--- src/rtl/rtc_tick_pkg.sv ---
// Shared types and defaults for the RTC tick generator.
package rtc_tick_pkg;
  typedef enum logic {RTC_MODE_INT = 1'b0, RTC_MODE_EXT = 1'b1} rtc_mode_e;

  localparam int RTC_FILTER_LEN  = 3;
  localparam int RTC_DIV_WIDTH   = 16;
  localparam int RTC_DEFAULT_DIV = 100;
endpackage

--- src/rtl/rtc_sync.sv ---
// N-stage synchroniser for asynchronous single-bit inputs, synchronous active-low reset.
module rtc_sync #(
  parameter int SYNC_STAGES = 2
) (
  input  logic clock,
  input  logic reset,
  input  logic d,
  output logic q
);
  logic [SYNC_STAGES-1:0] sync_pipe;

  always_ff @(posedge clock) begin
    if (!reset) sync_pipe <= '0;
    else        sync_pipe <= {sync_pipe[SYNC_STAGES-2:0], d};
  end

  assign q = sync_pipe[SYNC_STAGES-1];
endmodule

--- src/rtl/rtc_tick_gen.sv ---
// RTC tick source for the core-local interruptor: programmable divider or synchronised external edge.
// Optional glitch filter on the external input enabled by RTC_TICK_GEN_FILTER_EN.
module rtc_tick_gen
  import rtc_tick_pkg::*;
#(
  parameter int DIV_WIDTH   = RTC_DIV_WIDTH,
  parameter int DEFAULT_DIV = RTC_DEFAULT_DIV,
  parameter int SYNC_STAGES = 2
) (
  input  logic                 clock,
  input  logic                 reset,
  input  logic                 io_enable,
  input  logic                 io_mode,
  input  logic                 io_div_load,
  input  logic [DIV_WIDTH-1:0] io_div_value,
  input  logic                 io_rtc_ext,
  output logic [DIV_WIDTH-1:0] io_div_ratio,
  output logic                 io_rtcTick
);
  logic [DIV_WIDTH-1:0] div_cnt, div_cnt_nxt, div_ratio_nxt, eff_m1;
  logic                 tick_nxt;
  rtc_mode_e            mode, mode_q;
  logic                 s, f, prev, rise;

  assign mode = rtc_mode_e'(io_mode);

  rtc_sync #(.SYNC_STAGES(SYNC_STAGES)) u_sync (
    .clock (clock),
    .reset (reset),
    .d     (io_rtc_ext),
    .q     (s)
  );

`ifdef RTC_TICK_GEN_FILTER_EN
  // f follows s only after s has disagreed with it for RTC_FILTER_LEN cycles in a row.
  logic [1:0] filt_cnt;
  logic       filt_q;

  always_ff @(posedge clock) begin
    if (!reset) begin
      filt_cnt <= '0;
      filt_q   <= 1'b0;
    end else if (s != filt_q) begin
      if (filt_cnt == 2'(RTC_FILTER_LEN - 1)) begin
        filt_q   <= s;
        filt_cnt <= '0;
      end else begin
        filt_cnt <= filt_cnt + 2'd1;
      end
    end else begin
      filt_cnt <= '0;
    end
  end

  assign f = filt_q;
`else
  assign f = s;
`endif

  assign rise   = f & ~prev;
  // A stored ratio of 0 behaves as 1.
  assign eff_m1 = (io_div_ratio == '0) ? '0 : io_div_ratio - DIV_WIDTH'(1);

  always_comb begin
    div_cnt_nxt   = div_cnt;
    div_ratio_nxt = io_div_ratio;
    tick_nxt      = 1'b0;
    if (io_div_load) begin
      div_ratio_nxt = io_div_value;
      div_cnt_nxt   = '0;
    end else if (mode != mode_q) begin
      div_cnt_nxt = '0;
    end else if (io_enable) begin
      if (mode == RTC_MODE_EXT) begin
        div_cnt_nxt = '0;
        tick_nxt    = rise;
      end else if (div_cnt == eff_m1) begin
        div_cnt_nxt = '0;
        tick_nxt    = 1'b1;
      end else begin
        div_cnt_nxt = div_cnt + DIV_WIDTH'(1);
      end
    end
  end

  // prev tracks f even when paused so a stale edge is never emitted later.
  always_ff @(posedge clock) begin
    if (!reset) begin
      div_cnt      <= '0;
      io_div_ratio <= DIV_WIDTH'(DEFAULT_DIV);
      io_rtcTick   <= 1'b0;
      prev         <= 1'b0;
      mode_q       <= RTC_MODE_INT;
    end else begin
      div_cnt      <= div_cnt_nxt;
      io_div_ratio <= div_ratio_nxt;
      io_rtcTick   <= tick_nxt;
      prev         <= f;
      mode_q       <= mode;
    end
  end
endmodule

--- config.mk ---
export PLATFORM = sky130hd
export DESIGN_NAME = rtc_tick_gen
export DESIGN_NICKNAME = d
export VERILOG_FILES = /design/src/rtl/rtc_tick_pkg.sv /design/src/rtl/rtc_sync.sv /design/src/rtl/rtc_tick_gen.sv
export SDC_FILE = /design/constraint.sdc
export NUM_CORES = 1
export LEC_CHECK = 0
export ABC_CLOCK_PERIOD_IN_PS = 3200
export CAP_MARGIN = 20
export CORE_MARGIN = 3
export CORE_UTILIZATION = 54
export DETAILED_ROUTE_END_ITERATION = 16
export GPL_ROUTABILITY_DRIVEN = 0
export PLACE_DENSITY = 0.84
export SLEW_MARGIN = 20
export SYNTH_ARGS = -nofsm -noshare
export SYNTH_HDL_FRONTEND = slang
export SYNTH_HIERARCHICAL = 1
export SYNTH_SLANG_ARGS = --single-unit
--- constraint.sdc ---
create_clock -name clock -period 3.2 [get_ports clock]
set_input_delay 0.64 -clock clock [delete_from_list [all_inputs] [get_ports clock]]
set_output_delay 0.64 -clock clock [all_outputs]
set_load 0.1 [all_outputs]
# Word-level counts from Yosys, hierarchy flattened
# Cells that the tools add are included.
[word_totals]
latch_bits = 0
mem_bits_ro = 0
input_bits = 22
ram_bits = 0
reg_bits = 37
out_inout_bits = 17
n_memories = 0
[classes]
n_eq_ne = 2
multipliers = 0
div_mod_pow = 0
bitwise = 4
shift = 0
addsub = 2
n_reduce_logical = 3
magnitude_cmp = 0
muxes = 5
[ops]
columns = ["op", "count"]
rows = [
  ["16-bit 2-to-1 mux", 3],
  ["16-bit by 1-bit adder with 16-bit output, second input constant", 1],
  ["16-bit == test", 1],
  ["16-bit logical NOT", 1],
  ["16-bit by 1-bit subtractor with 16-bit output, second input constant", 1],
  ["4-bit OR reduction", 1],
  ["1-bit inverter", 3],
  ["3-bit OR reduction", 1],
  ["1-bit 2-to-1 mux", 2],
  ["1-bit bitwise AND", 1],
  ["1-bit inequality test", 1],
]

# Longest topological paths before layout
[logic_depth]
word_depth = 5
ltp_mapped = 12
depth_no_buf = 10

# By module
# Netlist, hierarchy kept.
[by_module_without_submodules]
columns = ["mod", "instances", "area_each_um2", "cells_each", "seq_area_each_um2"]
rows = [
  ["rtc_tick_gen", 1, 2386.0, 278, 700.7],
  ["rtc_sync", 1, 52.6, 4, 40.0],
]

# Worst setup path after synthesis
# Ideal clock, no wire load.
[synth_path]
path_type = "reg-to-reg"
startpoint = "register io_div_ratio[0]"
endpoint = "register io_rtcTick"
setup_slack_ps = -221
t_arrival_ps = 3347
required_ps = 3125
n_path_buf = 0
path_stages_with_launch = 11
path_cell_list = "dfxtp_1 inv_1 ha_1 or3b_1 or4_4 xor2_1 or4_4 o311ai_4 nand4_4 o32a_1 nor3b_2"
[synth_between]
elab_chain_len = 5
word_cells_on_any_way = 6
classes_between = "add/sub: 1; eq/ne: 1; mux: 3; reduce/logical: 1"
[synth_rtl]
columns = ["element", "line_no", "text"]
rows = [
  ["from (decl)", "rtc_tick_gen.sv:17", "output logic [DIV_WIDTH-1:0] io_div_ratio,"],
  ["from (signal assigned)", "rtc_tick_gen.sv:90", "io_div_ratio <= DIV_WIDTH'(DEFAULT_DIV);"],
  ["from (signal assigned)", "rtc_tick_gen.sv:96", "io_div_ratio <= div_ratio_nxt;"],
  ["16-bit by 1-bit subtractor with 16-bit output / 16-bit logical NOT (equally long branches)", "rtc_tick_gen.sv:62", "assign eff_m1 = (io_div_ratio == '0) ? '0 : io_div_ratio - DIV_WIDTH'(1);"],
  ["16-bit 2-to-1 mux *", "rtc_tick_gen.sv:62", ""],
  ["16-bit == test *", "rtc_tick_gen.sv:77", "end else if (div_cnt == eff_m1) begin"],
  ["1-bit 2-to-1 mux *", "rtc_tick_gen.sv:77", ""],
  ["1-bit 2-to-1 mux *", "rtc_tick_gen.sv:74", "if (mode == RTC_MODE_EXT) begin"],
  ["to (signal assigned)", "rtc_tick_gen.sv:97", "io_rtcTick <= tick_nxt;"],
  ["to (decl)", "rtc_tick_gen.sv:18", "output logic io_rtcTick"],
]
# Every way passes the cells marked *; elsewhere a longest branch is shown, timed or not.
# A chain may end at the register's enable or synchronous reset.

# Worst setup path after layout
[layout_path]
startpoint = "register io_div_ratio[0]"
endpoint = "register div_cnt[7]"
[layout_between]
elab_chain_len = 5
word_cells_on_any_way = 6
classes_between = "add/sub: 1; eq/ne: 1; mux: 3; reduce/logical: 1"
[layout_rtl]
columns = ["element", "line_no", "text"]
rows = [
  ["16-bit by 1-bit subtractor with 16-bit output / 16-bit logical NOT (equally long branches)", "rtc_tick_gen.sv:62", ""],
  ["16-bit 2-to-1 mux *", "rtc_tick_gen.sv:62", ""],
  ["16-bit == test *", "rtc_tick_gen.sv:77", ""],
  ["16-bit 2-to-1 mux *", "rtc_tick_gen.sv:77", ""],
  ["16-bit 2-to-1 mux *", "rtc_tick_gen.sv:74", ""],
  ["to (signal assigned)", "rtc_tick_gen.sv:95", "div_cnt <= div_cnt_nxt;"],
  ["to (decl)", "rtc_tick_gen.sv:20", "logic [DIV_WIDTH-1:0] div_cnt, div_cnt_nxt, div_ratio_nxt, eff_m1;"],
]
# Marked as above.

==> impl_metrics.yaml <==
clocking:
  h-tree-depth: 2
  cts_tree: "yes"
  cts_sinks: 37
  numCtsBuffers: 5
  clk_path_buf_depth: 2
  cts_root_buf: "clkbuf_8"
  path_clk_slew_ns: 0.08
  clk_latency_ns: 0.29
  ctsHoldBuffers: 0
setup_path:
  critPathRequiredTime_ns: 3.37
  path_delay_family: "compound AO/OA/AOI/OAI gates"
  cp_num_cells: 11
  worst_path_most_repeated_cell: "buf_4"
  crit_chain: "buf_4 > or4_1 > buf_4 > o21ai_0 > nand3_1 > a211oi_1 > o22a_1 > nand4_2 > o21ai_2 > buf_4 > a211oi_1"
  crit_slowest_cell: "or4_1"
  rr_worst_depth: 11
  critPathMaxFanout: 13
  critPathLaunchType: "flop"
  cp.buffers_inverters: 3
  arrival_ns: 3.27
  endpoint_kind: "flop"
  crit_type: "reg -> reg"
  slowest_delay_ns: 0.58
synth:
  synth.avg_cell_area_um2: 8.647
  synth_nets: 306
  netlist_top_cells_area: "dfxtp_1 (30%), mux2i_1 (7.4%), xor2_1 (6.5%)"
  synthFlopType: "dfxtp_1"
  yosys_register_bits: 37
  netlist_area_um2: 2439
  yosys_warnings: 6
  synth_cell_types: 59
  async_reset_ff_share_pct: 0
  synth_cells: 282
  yosysTopAreaCell: "dfxtp_1"
  ys_seq_area_share_pct: 30.37
  synth_edf_count: 0
  yosysTopAreaCellShare_pct: 30.37
timing:
  tns_ns: 0
  setup_viol: 0
  final_max_slew_viol_count: 0
  hold_ws_ns: 0.4452
  rsz0062_at_grt: "false"
  max_freq_mhz: 323.0
  finalCriticalPeriod_ns: 3.096
  relSlewSlack_pct: 63.63
  worst_slew_pin_slew_ns: 0.5405
  hold_viol_final: 0
  skew_ns: 0.005701
  final.period_utilization_pct: 96.76
die:
  start_util_pct: 58.44
  ios: 39
  core_area_um2: 4173
  die_area_um2: 5358
  die_y_um: 73.20
  die_x_um: 73.20
  rows: 23
drt:
  drc: 0
  via_count: 2312
  ant_nets: 0
  drt_iter0_drc: 207
  dr.pass1.iters: 5
  viasPerCell: 6.182
  wl_per_cell_um: 16.57
  drt-total-wl_um: 6199
place:
  port-buffer-count: 38
  hpwl_um: 4529
power_and_ir_drop:
  intPower_mw: 0.8145
  swShare_pct: 32.19
  seq_power_share_pct: 41.5
  p_sw_mw: 0.3866
  peakVddDrop_v: 0.0003504
  leakage_nw: 1.104
  power.density_nw_per_um2: 401.1
  combPwrFrac_pct: 24.0
  clkPwrFrac_pct: 34.5
global_route:
  grt_max_degree: 27
  antenna_found_initial: 0
  use_met1_pct: 30.68
  track_usage_pct: 24.46
  gr-total-overflow: 0
  top_usage_layer: "met2"
  use_met3_pct: 5.510
  grt_pass1_vias: 2170
  grt_use_met2_pct: 41.41
  grt_pass1_wl_um: 10270
finish:
  n_antenna_cell: 0
  final_common_cell: "dfxtp_1"
  multiInputGateArea_um2: 1605
  area_delta_synth_final_pct: 22.78
  drive_above_1_share_pct: 17.28
  final_nets: 347
  ff_latch_area_um2: 745.7
  filler_cell_count: 354
  most-common-layout-cells: "dfxtp_1 (33), buf_4 (31), clkdlybuf4s50_1 (21)"
run:
  drv_cap: 0
status:
  outcome: "finished clean"
min_path:
  whs_path_depth: 1
  hp-class: "reg -> reg"
[per-layer routing]
| layer | up-vias | wire (um) |
|---|---|---|
| met4 | 0 | 115 |
| met3 | 15 | 452 |
| met5 | - | 0 |
| met1 | 1073 | 2584 |
| met2 | 92 | 3047 |
| li1 | 1132 | - |
[final timing paths]
path	to	from	slack [ns]
worst max-delay path	div_cnt[7]	io_div_ratio[0]	0.10
worst max register to register	div_cnt[7]	io_div_ratio[0]	0.10
worst min register to register	u_sync/sync_pipe[1]	u_sync/sync_pipe[0]	0.45
worst min-delay path	u_sync/sync_pipe[1]	u_sync/sync_pipe[0]	0.45
[power groups by stage]
stage               sequential, mW  combinational (mW)  clock, mW
floorplan                    0.586               0.123          0
global placement             0.508               0.278          0
detailed placement           0.509               0.284          0
CTS                          0.498               0.285      0.423
global route                 0.502               0.305      0.442
finish                       0.499               0.288      0.415
[state kept, by name, indices dropped and copies added (netlist names)]
signal / cells
div_cnt: 16
io_div_ratio: 16
u_sync/sync_pipe: 2
io_rtcTick: 1
mode_q: 1
prev: 1
[synthesized netlist by cell type, drive strengths merged (2+ instances only)]
cell type	count
and2	5
o311ai	3
clkbuf	14
o41ai	2
nand4	11
a21oi	9
nand3	15
o31ai	3
dfxtp	37
and3	7
ha	2
inv	6
o21ai	7
or4	5
xor2	18
or2	2
nor2b	17
nand2	14
nor2	12
nor3b	3
nor4	4
a211oi	17
a31oi	2
mux2i	18
o22a	2
nand2b	6
o2111ai	3
buf	4
nor3	8
xnor2	8
[cells by family after synthesis]
logic type	share of synthesized area (%)
and+or+nand+nor	28.58
AOI/OAI and AO/OA	17.91
DFF	30.37
xor gates and xnor gates	10.47
buffers and inverters	4.259
muxes	7.388
adders and majority gates	1.026
[per-stage QoR]
| stage | instances | setup WS [ns] | power (mW) | area (um2) | utilization (%) |
|---|---|---|---|---|---|
| 6_report | 374 | 0.1038 | 1.201 | 2994 | 71.75 |
| 3_5_place_dp | 365 | 0.1340 | 0.7925 | 2867 | 68.70 |
| 2_1_floorplan | 282 | 0.01840 | 0.7098 | 2450 | - |
| 3_3_place_gp | 365 | 0.1882 | 0.7862 | 2867 | 68.70 |
| 5_1_grt | 374 | 0.005859 | 1.249 | 2994 | 71.75 |
| 4_1_cts | 373 | 0.1206 | 1.206 | 2982 | 71.45 |
[layout make-up]
cell class | count | area share, %
Tap cell | 50 | 2.089
Timing Repair Buffer | 52 | 14.79
Inverter | 6 | 0.7522
Sequential cell | 37 | 24.91
Clock buffer | 5 | 2.298
Clock inverter | 3 | 1.546
Multi-Input combinational cell | 221 | 53.61
[repair_timing]
item / CTS / global route
resized for setup: 0 / 3
buffers inserted: 0 / 1
setup endpoints to repair: 0 / 10
Power figures use the tool's default switching activity.
